<file path="config.mk">
export PLATFORM = sky130hd
export DESIGN_NAME = wfg_stim_pat
export DESIGN_NICKNAME = d
export VERILOG_FILES = /design/src/rtl/wfg_stim_pat_pkg.sv /design/src/rtl/wfg_stim_pat_mem.sv /design/src/rtl/wfg_stim_pat.sv
export SDC_FILE = /design/constraint.sdc
export NUM_CORES = 1
export LEC_CHECK = 0
export CAP_MARGIN = 20
export CORE_ASPECT_RATIO = 0.5
export CORE_MARGIN = 1
export CORE_UTILIZATION = 50
export DETAILED_ROUTE_END_ITERATION = 10
export PLACE_DENSITY_LB_ADDON = 0.2
export SYNTH_ARGS = -nofsm -noshare
export SYNTH_HDL_FRONTEND = slang
export SYNTH_SLANG_ARGS = --single-unit
</file>
<file path="constraint.sdc">
create_clock -name clk -period 3.2 [get_ports clk]
set_input_delay 0.64 -clock clk [delete_from_list [all_inputs] [get_ports clk]]
set_output_delay 0.64 -clock clk [all_outputs]
set_load 0.01 [all_outputs]
</file>
<file path="src/rtl/wfg_stim_pat_pkg.sv">
// Shared types for the pattern stimulus source.
// Holds the FSM state encoding used by wfg_stim_pat.
package wfg_stim_pat_pkg;

   typedef enum logic [1:0] {
      ST_IDLE,
      ST_RUN,
      ST_DONE
   } stim_state_e;

endpackage

</file>
<file path="src/rtl/wfg_stim_pat_mem.sv">
// Pattern word storage: DEPTH x AXIS_WIDTH flop array, one synchronous write
// port and one asynchronous read port. Contents are deliberately not reset.
module wfg_stim_pat_mem #(
   parameter int DEPTH      = 16,
   parameter int AXIS_WIDTH = 32,
   parameter int PTR_W      = $clog2(DEPTH)
) (
   input  logic                  clk,
   input  logic                  wr_i,
   input  logic [PTR_W-1:0]      waddr_i,
   input  logic [AXIS_WIDTH-1:0] wdata_i,
   input  logic [PTR_W-1:0]      raddr_i,
   output logic [AXIS_WIDTH-1:0] rdata_o
);

   logic [AXIS_WIDTH-1:0] mem_q [DEPTH];

   always_ff @(posedge clk) begin
      if (wr_i) begin
         mem_q[waddr_i] <= wdata_i;
      end
   end

   assign rdata_o = mem_q[raddr_i];

endmodule

</file>
<file path="src/rtl/wfg_stim_pat.sv">
// Pattern stimulus source: streams stored pattern words on an AXI-stream
// master, one-shot or looping, with a registered output stage.
module wfg_stim_pat
   import wfg_stim_pat_pkg::*;
#(
   parameter int DEPTH      = 16,
   parameter int AXIS_WIDTH = 32
) (
   input  logic                     clk,
   input  logic                     rst_n,
   input  logic                     ctrl_en_q_i,
   input  logic                     cfg_loop_q_i,
   input  logic [$clog2(DEPTH)-1:0] cfg_last_q_i,
   input  logic                     mem_wr_i,
   input  logic [$clog2(DEPTH)-1:0] mem_addr_i,
   input  logic [AXIS_WIDTH-1:0]    mem_wdata_i,
   input  logic                     wfg_axis_tready_i,
   output logic                     wfg_axis_tvalid_o,
   output logic                     wfg_axis_tlast_o,
   output logic [AXIS_WIDTH-1:0]    wfg_axis_tdata_o,
   output logic                     busy_o,
   output logic                     done_o
);

   localparam int PTR_W = $clog2(DEPTH);

   stim_state_e           state_q;
   logic [PTR_W-1:0]      rd_ptr_q;
   logic [PTR_W-1:0]      rd_ptr_d;
   logic                  tvalid_q;
   logic                  tlast_q;
   logic [AXIS_WIDTH-1:0] tdata_q;
   logic                  done_q;
   logic [AXIS_WIDTH-1:0] memRdata;
   logic                  hs;
   logic                  atLast;

   wfg_stim_pat_mem #(
      .DEPTH      (DEPTH),
      .AXIS_WIDTH (AXIS_WIDTH),
      .PTR_W      (PTR_W)
   ) u_mem (
      .clk     (clk),
      .wr_i    (mem_wr_i),
      .waddr_i (mem_addr_i),
      .wdata_i (mem_wdata_i),
      .raddr_i (rd_ptr_d),
      .rdata_o (memRdata)
   );

   // Next read pointer: 0 when starting or wrapping at the last word, else
   // increment modulo DEPTH (so a pointer past a reduced last runs to the top).
   always_comb begin
      hs       = tvalid_q & wfg_axis_tready_i;
      atLast   = (rd_ptr_q == cfg_last_q_i);
      rd_ptr_d = '0;
      if ((state_q == ST_RUN) && !atLast) begin
         rd_ptr_d = rd_ptr_q + PTR_W'(1);
      end
   end

   always_ff @(posedge clk or negedge rst_n) begin
      if (!rst_n) begin
         state_q  <= ST_IDLE;
         rd_ptr_q <= '0;
         tvalid_q <= 1'b0;
         tlast_q  <= 1'b0;
         tdata_q  <= '0;
         done_q   <= 1'b0;
      end else begin
         case (state_q)
            ST_IDLE: begin
               if (ctrl_en_q_i) begin
                  state_q  <= ST_RUN;
                  rd_ptr_q <= '0;
                  tvalid_q <= 1'b1;
                  tdata_q  <= memRdata;
                  tlast_q  <= (rd_ptr_d == cfg_last_q_i);
               end
            end
            ST_RUN: begin
               if (!ctrl_en_q_i) begin
                  state_q  <= ST_IDLE;
                  rd_ptr_q <= '0;
                  tvalid_q <= 1'b0;
                  tlast_q  <= 1'b0;
               end else if (hs) begin
                  if (atLast && !cfg_loop_q_i) begin
                     state_q  <= ST_DONE;
                     tvalid_q <= 1'b0;
                     tlast_q  <= 1'b0;
                     done_q   <= 1'b1;
                  end else begin
                     rd_ptr_q <= rd_ptr_d;
                     tdata_q  <= memRdata;
                     tlast_q  <= (rd_ptr_d == cfg_last_q_i);
                  end
               end
            end
            ST_DONE: begin
               if (!ctrl_en_q_i) begin
                  state_q <= ST_IDLE;
                  done_q  <= 1'b0;
               end
            end
            default: begin
               state_q <= ST_IDLE;
            end
         endcase
      end
   end

   assign wfg_axis_tvalid_o = tvalid_q;
   assign wfg_axis_tlast_o  = tlast_q;
   assign wfg_axis_tdata_o  = tdata_q;
   assign busy_o            = (state_q == ST_RUN);
   assign done_o            = done_q;

endmodule
</file>
==> results of run 1 <==
worst min path at each step:
stage                 from                   to  slack [ns]  cells past startpoint
global route         rst_n  wfg_axis_tdata_o[4]        0.05                      1
floorplan            rst_n               done_o        0.34                      0
CTS                  rst_n  wfg_axis_tdata_o[3]        0.03                      1
detailed placement  done_o               done_o        0.53                      2
global placement    done_o               done_o        0.52                      2
finish               rst_n  wfg_axis_tdata_o[2]        0.05                      1
sequential cells by signal, summed over array words and instances, names as in the netlist:
| signal | cells |
|---|---|
| wfg_axis_tvalid_o | 1 |
| rd_ptr_q | 4 |
| wfg_axis_tlast_o | 1 |
| state_q | 2 |
| done_o | 1 |
| wfg_axis_tdata_o | 32 |
| u_mem.mem_q | 512 |
worst max-delay path, stage by stage (launching register included):
cell and delay, ns:
dfrtp_4 0.54, ha_4 0.33, buf_4 0.63, mux2i_1 0.27
nor2_1 0.06, a31o_2 0.24, o32ai_1 0.29, o211ai_1 0.14
metrics by stage:
step | hold slack, ns | total power, mW | utilization | instance area [um^2]
floorplan | 0.344 | 9.27 | - | 22200
global placement | 0.515 | 10.0 | 0.559 | 24400
detailed placement | 0.527 | 10.1 | 0.559 | 24400
CTS | 0.0295 | 15.8 | 0.595 | 26000
global route | 0.0475 | 16.2 | 0.595 | 26000
finish | 0.0525 | 15.7 | 0.595 | 26000
synthesized netlist by cell type (all sizes together), types with 2 or more instances:
cell type  instances  area (um^2)
a31oi              3         18.8
xnor2              4         35.0
o41ai              4         68.8
mux2i             66          661
nor2              46          173
a311oi             2         17.5
a21o               2         15.0
nor4               4         31.3
mux2             125         1410
nand3              9         50.1
a21oi             39          195
clkbuf            41          154
o21ai              7         35.0
nand2             40          150
and2               2         12.5
o32ai             31          272
nand3b             2         15.0
dfrtp             41         1030
o2bb2ai           31          272
inv                6         22.5
nand2b             4         25.0
a2111oi            2         17.5
o22ai             32          200
nor3               7         35.0
edfxtp           512        15400
a31o              32          280
o211ai            97          728
a22oi             31          233
buf               52          294
nand4              3         18.8
and3              31          194
xor2               6         75.1
metal layers:
metal,GRT usage,vias up,wire length [um]
li1,-,5602,-
met1,0.334,6534,22900
met2,0.407,577,26700
met3,0.0363,116,4160
met4,0.0704,0,1360
met5,0,-,0
area by class of cell:
| type | count | area [um^2] |
|---|---|---|
| Sequential cell | 553 | 16400 |
| Clock buffer | 71 | 1380 |
| Tap cell | 588 | 736 |
| Timing Repair Buffer | 151 | 1720 |
| Clock inverter | 19 | 183 |
| Multi-Input combinational cell | 673 | 5560 |
| Inverter | 7 | 26.3 |
| Fill cell | 3167 | 17700 |
power breakdown:
part | internal (mW) | switching [mW] | total (mW)
Combinational | 0.737 | 0.948 | 1.69
Clock | 3.24 | 2.53 | 5.78
Sequential | 8.12 | 0.119 | 8.24
Total | 12.1 | 3.60 | 15.7
cells by family (layout without fill, tap and decap cells):
family,Yosys count,after routing,synth area share
AND/OR/NAND/NOR,153,153,0.0335
multiplexers,191,191,0.0931
buffers and inverters,100,248,0.0214
flip-flops,553,553,0.739
XOR/XNOR,10,10,0.00496
AO/OA/AOI/OAI,318,318,0.108
adder cells (fa/ha/maj),1,1,0.000563
==> impl_metrics.py, run 1 <==
metrics = {
    "outcome": {
        "status": "complete, no violations",
    },
    "flow_run": {
        "drv_cap": 0,
    },
    "synth": {
        "async_flop_share": 0.0741,
        "synth.distinct_cells": 54,
        "avgSynthCellArea_um2": 16.7,
        "ys.flop_type": "edfxtp_1",
        "syn_area_um2": 22200,
        "syn-num-nets": 1373,
        "yosysSeqAreaShare": 0.739,
        "postSynthCellCount": 1326,
        "synth_warnings": 0,
        "ys_ff_latch": 553,
        "synth_edf_count": 512,
    },
    "pwr": {
        "powerDensity_nw_per_um2": 604,
        "p_leak_nw": 8.30,
        "vdd_drop_max_mv": 0.404,
    },
    "final_layout": {
        "area_growth_pct": 17.1,
        "instances_no_fill": 2062,
        "layout_commonest_cell": "edfxtp_1",
        "num_antenna_cells": 0,
        "drive_above_1_share": 0.208,
        "nets": 1481,
        "mostFrequentLayoutCells": "512 x edfxtp_1, 101 x mux2_2, 97 x o211ai_1",
    },
    "floorplanning": {
        "initial_utilization": 0.508,
        "core_um2": 43700,
        "die_width_um": 300,
        "fp.dieH_um": 151,
        "placementRows": 54,
        "dieArea_um2": 45300,
        "ios": 82,
    },
    "placed_design": {
        "port_buffers": 81,
        "place.gp.congestion": 0.865,
        "hpwl_mm": 29.6,
        "place_ws_ns": -0.0482,
        "dp_cells": 1972,
    },
    "clocking": {
        "clkTransAtPathRegs_ns": 0.07,
        "ctsHoldBuffers": 0,
        "cts_resized": 0,
        "cts_tree": "done",
        "numCtsBuffers": 48,
        "cts.path.max_buffers": 3,
        "cts_root_buf": "clkbuf_16",
        "cts.sinks": 553,
        "clk_latency_ns": 0.58,
        "cts_setup_buffers": 0,
        "htreeDepth": 2,
    },
    "global_routing": {
        "grtUsageTotal": 0.243,
        "grt_max_degree": 57,
        "grt_remaining_overflow": 0,
        "antenna_found_initial": 0,
        "grt_pass1_vias": 12800,
        "grt_pass1_wl_mm": 80.7,
    },
    "timing": {
        "hold_viol_final": 0,
        "post-route-period-util": 0.832,
        "finClkSkew_ns": 0.0244,
        "tns_ns": 0,
        "tightest_slew_ns": 0.990,
        "fin_crit_ns": 2.66,
        "setup_viol": 0,
        "slew_viol_final": 0,
        "worst_slack_ns": 0.539,
        "max-slew-margin-rel": 0.338,
        "max_clock_freq_ghz": 0.376,
        "rsz0062_at_grt": "false",
    },
    "worst_setup_path": {
        "cp-endpoint": "wfg_axis_tdata_o[21]",
        "start_kind": "flop",
        "critical_path_class": "flop to flop",
        "worst_setup_path_end_kind": "flop",
        "critical_path_arrival_ns": 3.10,
        "cp_max_fo": 51,
        "r2r-end": "wfg_axis_tdata_o[21]",
        "reg2reg_from": "rd_ptr_q[0]",
        "r2r_setup_slack_ns": 0.54,
        "worstPathRequired_ns": 3.64,
        "r2r_cells": 7,
        "startpoint": "rd_ptr_q[0]",
    },
    "routing": {
        "drc": 0,
        "avgViaCountPerCell": 6.22,
        "drt_first_iter_violations": 1503,
        "wirelength_mm": 55.1,
        "dr.pass1.iters": 7,
        "ant_nets": 0,
        "avgRoutedWirePerCell_um": 26.7,
        "num_vias": 12800,
    },
    "hold_path": {
        "hold_class": "primary input to asynchronous set/reset pin",
    },
}
No activity file was read; power rests on OpenSTA's default activity.
==> run 2, diff against run 1 <==
- clock period: 3.2 -> 2.4 ns (I/O delays scaled with it)
==> run 2 against run 1 <==
Against the previous run:
- global-route usage up 0.13 points
- largest power group unchanged
- cell area is 2.4% higher
- clock skew decreased by 0.0024 ns
- clock power up 30%
- critical endpoint is now wfg_axis_tdata_o[24]
- routed wire length increased by 0.28%
- sequential power grew 33%
==> impl_metrics.py, run 2 (same netlist as run 1, synthesis figures left out) <==
metrics = {
    "routing": {
        "drc": 0,
        "num_vias": 13100,
        "dr.pass1.iters": 5,
        "ant_nets": 0,
        "avgRoutedWirePerCell_um": 26.2,
        "wirelength_mm": 55.3,
        "drt_first_iter_violations": 1324,
        "avgViaCountPerCell": 6.20,
    },
    "pwr": {
        "power_mw": 21.0,
        "vdd_drop_max_mv": 0.521,
        "powerDensity_nw_per_um2": 787,
        "p_leak_nw": 8.60,
    },
    "floorplanning": {
        "ios": 82,
        "die_width_um": 300,
        "dieArea_um2": 45300,
        "core_um2": 43700,
        "initial_utilization": 0.508,
        "fp.dieH_um": 151,
        "placementRows": 54,
    },
    "worst_setup_path": {
        "critical_path_class": "flop to flop",
        "worstPathRequired_ns": 2.88,
        "start_kind": "flop",
        "worst_setup_path_end_kind": "flop",
        "cp_max_fo": 19,
        "critical_path_arrival_ns": 2.81,
    },
    "clocking": {
        "clk_latency_ns": 0.58,
        "cts.path.max_buffers": 3,
        "clkTransAtPathRegs_ns": 0.06,
        "cts_tree": "done",
        "htreeDepth": 2,
        "cts.sinks": 553,
        "numCtsBuffers": 48,
        "cts_root_buf": "clkbuf_16",
    },
    "final_layout": {
        "area_growth_pct": 19.9,
        "largest_reg_flops": 512,
        "layout_commonest_cell": "edfxtp_1",
        "instances_no_fill": 2109,
        "nets": 1527,
        "largest-register": "u_mem.mem_q",
        "mostFrequentLayoutCells": "512 x edfxtp_1, 101 x mux2_2, 97 x o211ai_1",
        "final_design_area_no_fill_um2": 26600,
        "fill_cells": 3134,
        "drive_above_1_share": 0.232,
        "final_util": 0.609,
    },
    "flow_run": {
        "drv_cap": 0,
    },
    "global_routing": {
        "grt_pass1_vias": 12800,
        "grtUsageTotal": 0.245,
        "grt_pass1_wl_mm": 81.5,
        "antenna_found_initial": 1,
        "grt_max_degree": 65,
        "grt_remaining_overflow": 0,
    },
    "timing": {
        "max-slew-margin-rel": 0.581,
        "rsz0062_at_grt": "true",
        "hold_viol_final": 0,
        "finClkSkew_ns": 0.0220,
        "post-route-period-util": 0.970,
        "setup_viol": 0,
        "hold_ws_ns": 0.439,
        "tns_ns": 0,
        "fin_crit_ns": 2.33,
        "slew_viol_final": 0,
        "worst_slack_ns": 0.0730,
        "max_clock_freq_ghz": 0.430,
        "tightest_slew_ns": 0.626,
    },
    "outcome": {
        "status": "complete, no violations",
    },
    "placed_design": {
        "placed_cell_area_um2": 25000,
        "place.gp.congestion": 0.866,
        "hpwl_mm": 31.2,
        "place_ws_ns": -0.488,
        "dp_cells": 2010,
        "port_buffers": 81,
    },
    "hold_path": {
        "hold_class": "primary input to asynchronous set/reset pin",
    },
}
## run 2: cell types whose count changed in the layout (fill, tap and decap cells not counted), sizes merged
cell	delta
buf	+45
clkinv	+2
bufinv	-1
clkbuf	+1
clkdlybuf4s50	-1
clkinvlp	-1
diode	+1
dlygate4sd2	+1
dlygate4sd3	+1
inv	-1
## run 2: final timing paths
check | cells after the start | endpoint | slack [ns] | from
max | 7 | wfg_axis_tdata_o[24] | 0.07 | rd_ptr_q[0]
min | 2 | wfg_axis_tdata_o[27] | 0.44 | rst_n
max reg2reg | 7 | wfg_axis_tdata_o[24] | 0.07 | rd_ptr_q[0]
min reg2reg | 2 | wfg_axis_tdata_o[27] | 0.56 | wfg_axis_tdata_o[27]
max in group asynchronous | 3 | rd_ptr_q[0] | 1.37 | rst_n
min in group clk | 2 | wfg_axis_tdata_o[27] | 0.56 | wfg_axis_tdata_o[27]
## run 2: repair_timing
action,in CTS,in global routing
gates resized for setup,1,8
hold buffers,1,0
setup endpoints to repair,5,32
buffers inserted,2,5
hold endpoints to repair,16,0
pin swaps,1,2
## run 2: layout make-up
| class | instances | area [um^2] | area share |
|---|---|---|---|
| flip-flops and latches | 553 | 16400 | 0.616 |
| multi-input cells | 673 | 5580 | 0.209 |
| repair buffers | 197 | 2360 | 0.0888 |
| clock buffers | 72 | 1360 | 0.0512 |
| well taps | 588 | 736 | 0.0276 |
| clock inverters | 18 | 158 | 0.00592 |
| inverters | 7 | 26.3 | 0.000987 |
| diodes | 1 | 2.50 | 0.0000940 |
## run 2: where the power goes
part           internal, mW  switching, mW
clock network          4.16           3.38
logic                  1.14           1.31
registers              10.8          0.145
total                  16.1           4.83
## run 2: layer usage
layer,global-route usage,share of wire,up-vias
met2,0.378,0.46,531
met5,0,0,-
met3,0.0364,0.071,62
met4,0.0533,0.013,0
li1,-,-,5704
met1,0.370,0.46,6789
## run 2: critical path, stage by stage (launching register included)
cell and delay (ns):
dfrtp_4 0.50, xor2_1 0.19, or4_1 0.68, nand4_1 0.16
buf_4 0.16, buf_12 0.19, o211ai_1 0.13, o211ai_1 0.23
==> run 3, diff against run 2 <==
==> constraint.sdc (replaced) <==
create_clock -name clk -period 2.4 [get_ports clk]
set_input_delay 0.72 -clock clk [delete_from_list [all_inputs] [get_ports clk]]
set_output_delay 0.72 -clock clk [all_outputs]
set_load 0.01 [all_outputs]
==> run 3 against run 2 <==
Against the previous run:
- first-iteration DRC count down 2.7%
- final cell count up 2.4%
- global-route usage up 0.66 points
- critical path type unchanged
- critical endpoint is now wfg_axis_tdata_o[15]
- largest cell class unchanged
- highest routed layer unchanged
==> impl_metrics.py, run 3 (same netlist as run 1, synthesis figures left out) <==
metrics = {
    "worst_setup_path": {
        "critical_path_arrival_ns": 2.79,
        "start_kind": "flop",
        "cp_slowest_cell": "dfrtp_4",
        "cp_top_family": "compound AO/OA/AOI/OAI gates",
        "cp_max_fo": 12,
        "cp_num_cells": 10,
        "path_buf_inv": 5,
        "crit_top_cell": "buf_12",
        "max_stage_delay_ns": 0.51,
        "r2r_cells": 10,
        "worst_setup_path_end_kind": "flop",
        "worstPathRequired_ns": 2.83,
        "critical_path_class": "flop to flop",
        "cp_cell_sequence": "xor2_4, buf_6, o41ai_4, buf_12, buf_4, a21oi_4, buf_12, buf_12, o32ai_1, o211ai_1",
    },
    "routing": {
        "num_vias": 13200,
        "dr.pass1.iters": 5,
        "ant_nets": 0,
        "avgViaCountPerCell": 6.11,
        "wirelength_mm": 57.8,
        "drt_first_iter_violations": 1288,
        "avgRoutedWirePerCell_um": 26.7,
        "drc": 0,
    },
    "pwr": {
        "power_mw": 21.6,
        "seqPwrFrac": 0.507,
        "power.switching_mw": 5.03,
        "powerDensity_nw_per_um2": 785,
        "p_sw_frac": 0.232,
        "p_leak_nw": 9.13,
        "vdd_drop_max_mv": 0.602,
        "clockPowerShare": 0.366,
        "intPower_mw": 16.6,
        "p_comb_frac": 0.127,
    },
    "timing": {
        "max-slew-margin-rel": 0.578,
        "fin_crit_ns": 2.35,
        "hold_ws_ns": 0.0631,
        "setup_viol": 0,
        "max_clock_freq_ghz": 0.425,
        "finClkSkew_ns": 0.0269,
        "rsz0062_at_grt": "true",
        "post-route-period-util": 0.980,
        "tightest_slew_ns": 0.631,
        "worst_slack_ns": 0.0471,
        "slew_viol_final": 0,
        "hold_viol_final": 0,
    },
    "final_layout": {
        "largest-register": "u_mem.mem_q",
        "fill_cells": 2999,
        "final_util": 0.630,
        "mostFrequentLayoutCells": "512 x edfxtp_1, 103 x buf_4, 99 x mux2_2",
        "largest_reg_flops": 512,
        "multiInputGateArea_um2": 5930,
        "layout_commonest_cell": "edfxtp_1",
        "nets": 1580,
        "drive_above_1_share": 0.287,
        "seq_area_um2": 16400,
        "area_growth_pct": 24.1,
        "num_antenna_cells": 0,
    },
    "hold_path": {
        "hold_class": "primary input to asynchronous set/reset pin",
    },
    "clocking": {
        "cts_tree": "done",
        "clkTransAtPathRegs_ns": 0.06,
        "clk_latency_ns": 0.59,
        "cts.sinks": 553,
        "cts_root_buf": "clkbuf_16",
        "htreeDepth": 2,
        "numCtsBuffers": 48,
        "cts.path.max_buffers": 3,
    },
    "global_routing": {
        "grt_pass1_vias": 13200,
        "antenna_found_initial": 0,
        "grt_pass1_wl_mm": 83.4,
        "grtUsageTotal": 0.251,
        "grt_max_degree": 66,
        "grt_remaining_overflow": 0,
    },
    "flow_run": {
        "drv_cap": 0,
    },
    "floorplanning": {
        "fp.dieH_um": 151,
        "ios": 82,
        "die_width_um": 300,
        "placementRows": 54,
        "core_um2": 43700,
        "dieArea_um2": 45300,
        "initial_utilization": 0.508,
    },
    "outcome": {
        "status": "complete, no violations",
    },
    "placed_design": {
        "port_buffers": 81,
        "place_ws_ns": -0.794,
        "place.gp.congestion": 0.877,
        "hpwl_mm": 33.0,
    },
}
[run 3: metal layers]
metal	vias up	wire length, um	global-route usage
met5	-	0	0
met4	0	894	0.0597
met3	79	3870	0.0410
met2	507	28200	0.417
met1	6829	24800	0.350
li1	5789	-	-
[run 3: area by class of cell]
class / count / share of cell area
Clock inverter: 23 / 0.00954
Tap cell: 588 / 0.0267
Multi-Input combinational cell: 673 / 0.215
Clock buffer: 66 / 0.0486
Timing Repair Buffer: 250 / 0.104
Inverter: 7 / 0.000954
Sequential cell: 553 / 0.595
[run 3: worst paths after layout]
check	from	to	slack, ns
max in group asynchronous	rst_n	rd_ptr_q[1]	1.68
setup reg to reg	rd_ptr_q[0]	wfg_axis_tdata_o[15]	0.05
min in group clk	wfg_axis_tlast_o	wfg_axis_tlast_o	0.57
setup / recovery	rd_ptr_q[0]	wfg_axis_tdata_o[15]	0.05
hold / removal	rst_n	done_o	0.06
hold reg to reg	wfg_axis_tlast_o	wfg_axis_tlast_o	0.57
[run 3: power groups by stage]
stage | clock network, mW | logic, mW | registers [mW]
3_5_place_dp | 0 | 2.41 | 11.2
5_1_grt | 8.34 | 2.91 | 11.0
6_report | 7.91 | 2.76 | 11.0
3_3_place_gp | 0 | 2.34 | 11.2
4_1_cts | 8.00 | 2.49 | 11.0
2_1_floorplan | 0 | 1.19 | 11.2
[run 3: timing repair]
| item | in CTS | in global routing |
|---|---|---|
| pin swaps | 5 | 22 |
| buffers inserted | 11 | 14 |
| resized for setup | 19 | 62 |
| hold buffers | 0 | 0 |
| endpoints found under the setup margin | 36 | 32 |
| gates cloned | 2 | 5 |
[run 3: metrics by stage]
stage	cells	cell area, um^2	TNS, ns
2_1_floorplan	1326	22300	-111.52
3_3_place_gp	2038	25100	-32.49
3_5_place_dp	2039	25100	-37.90
4_1_cts	2141	27000	-0.0159
5_1_grt	2160	27600	-0.117
6_report	2160	27600	0
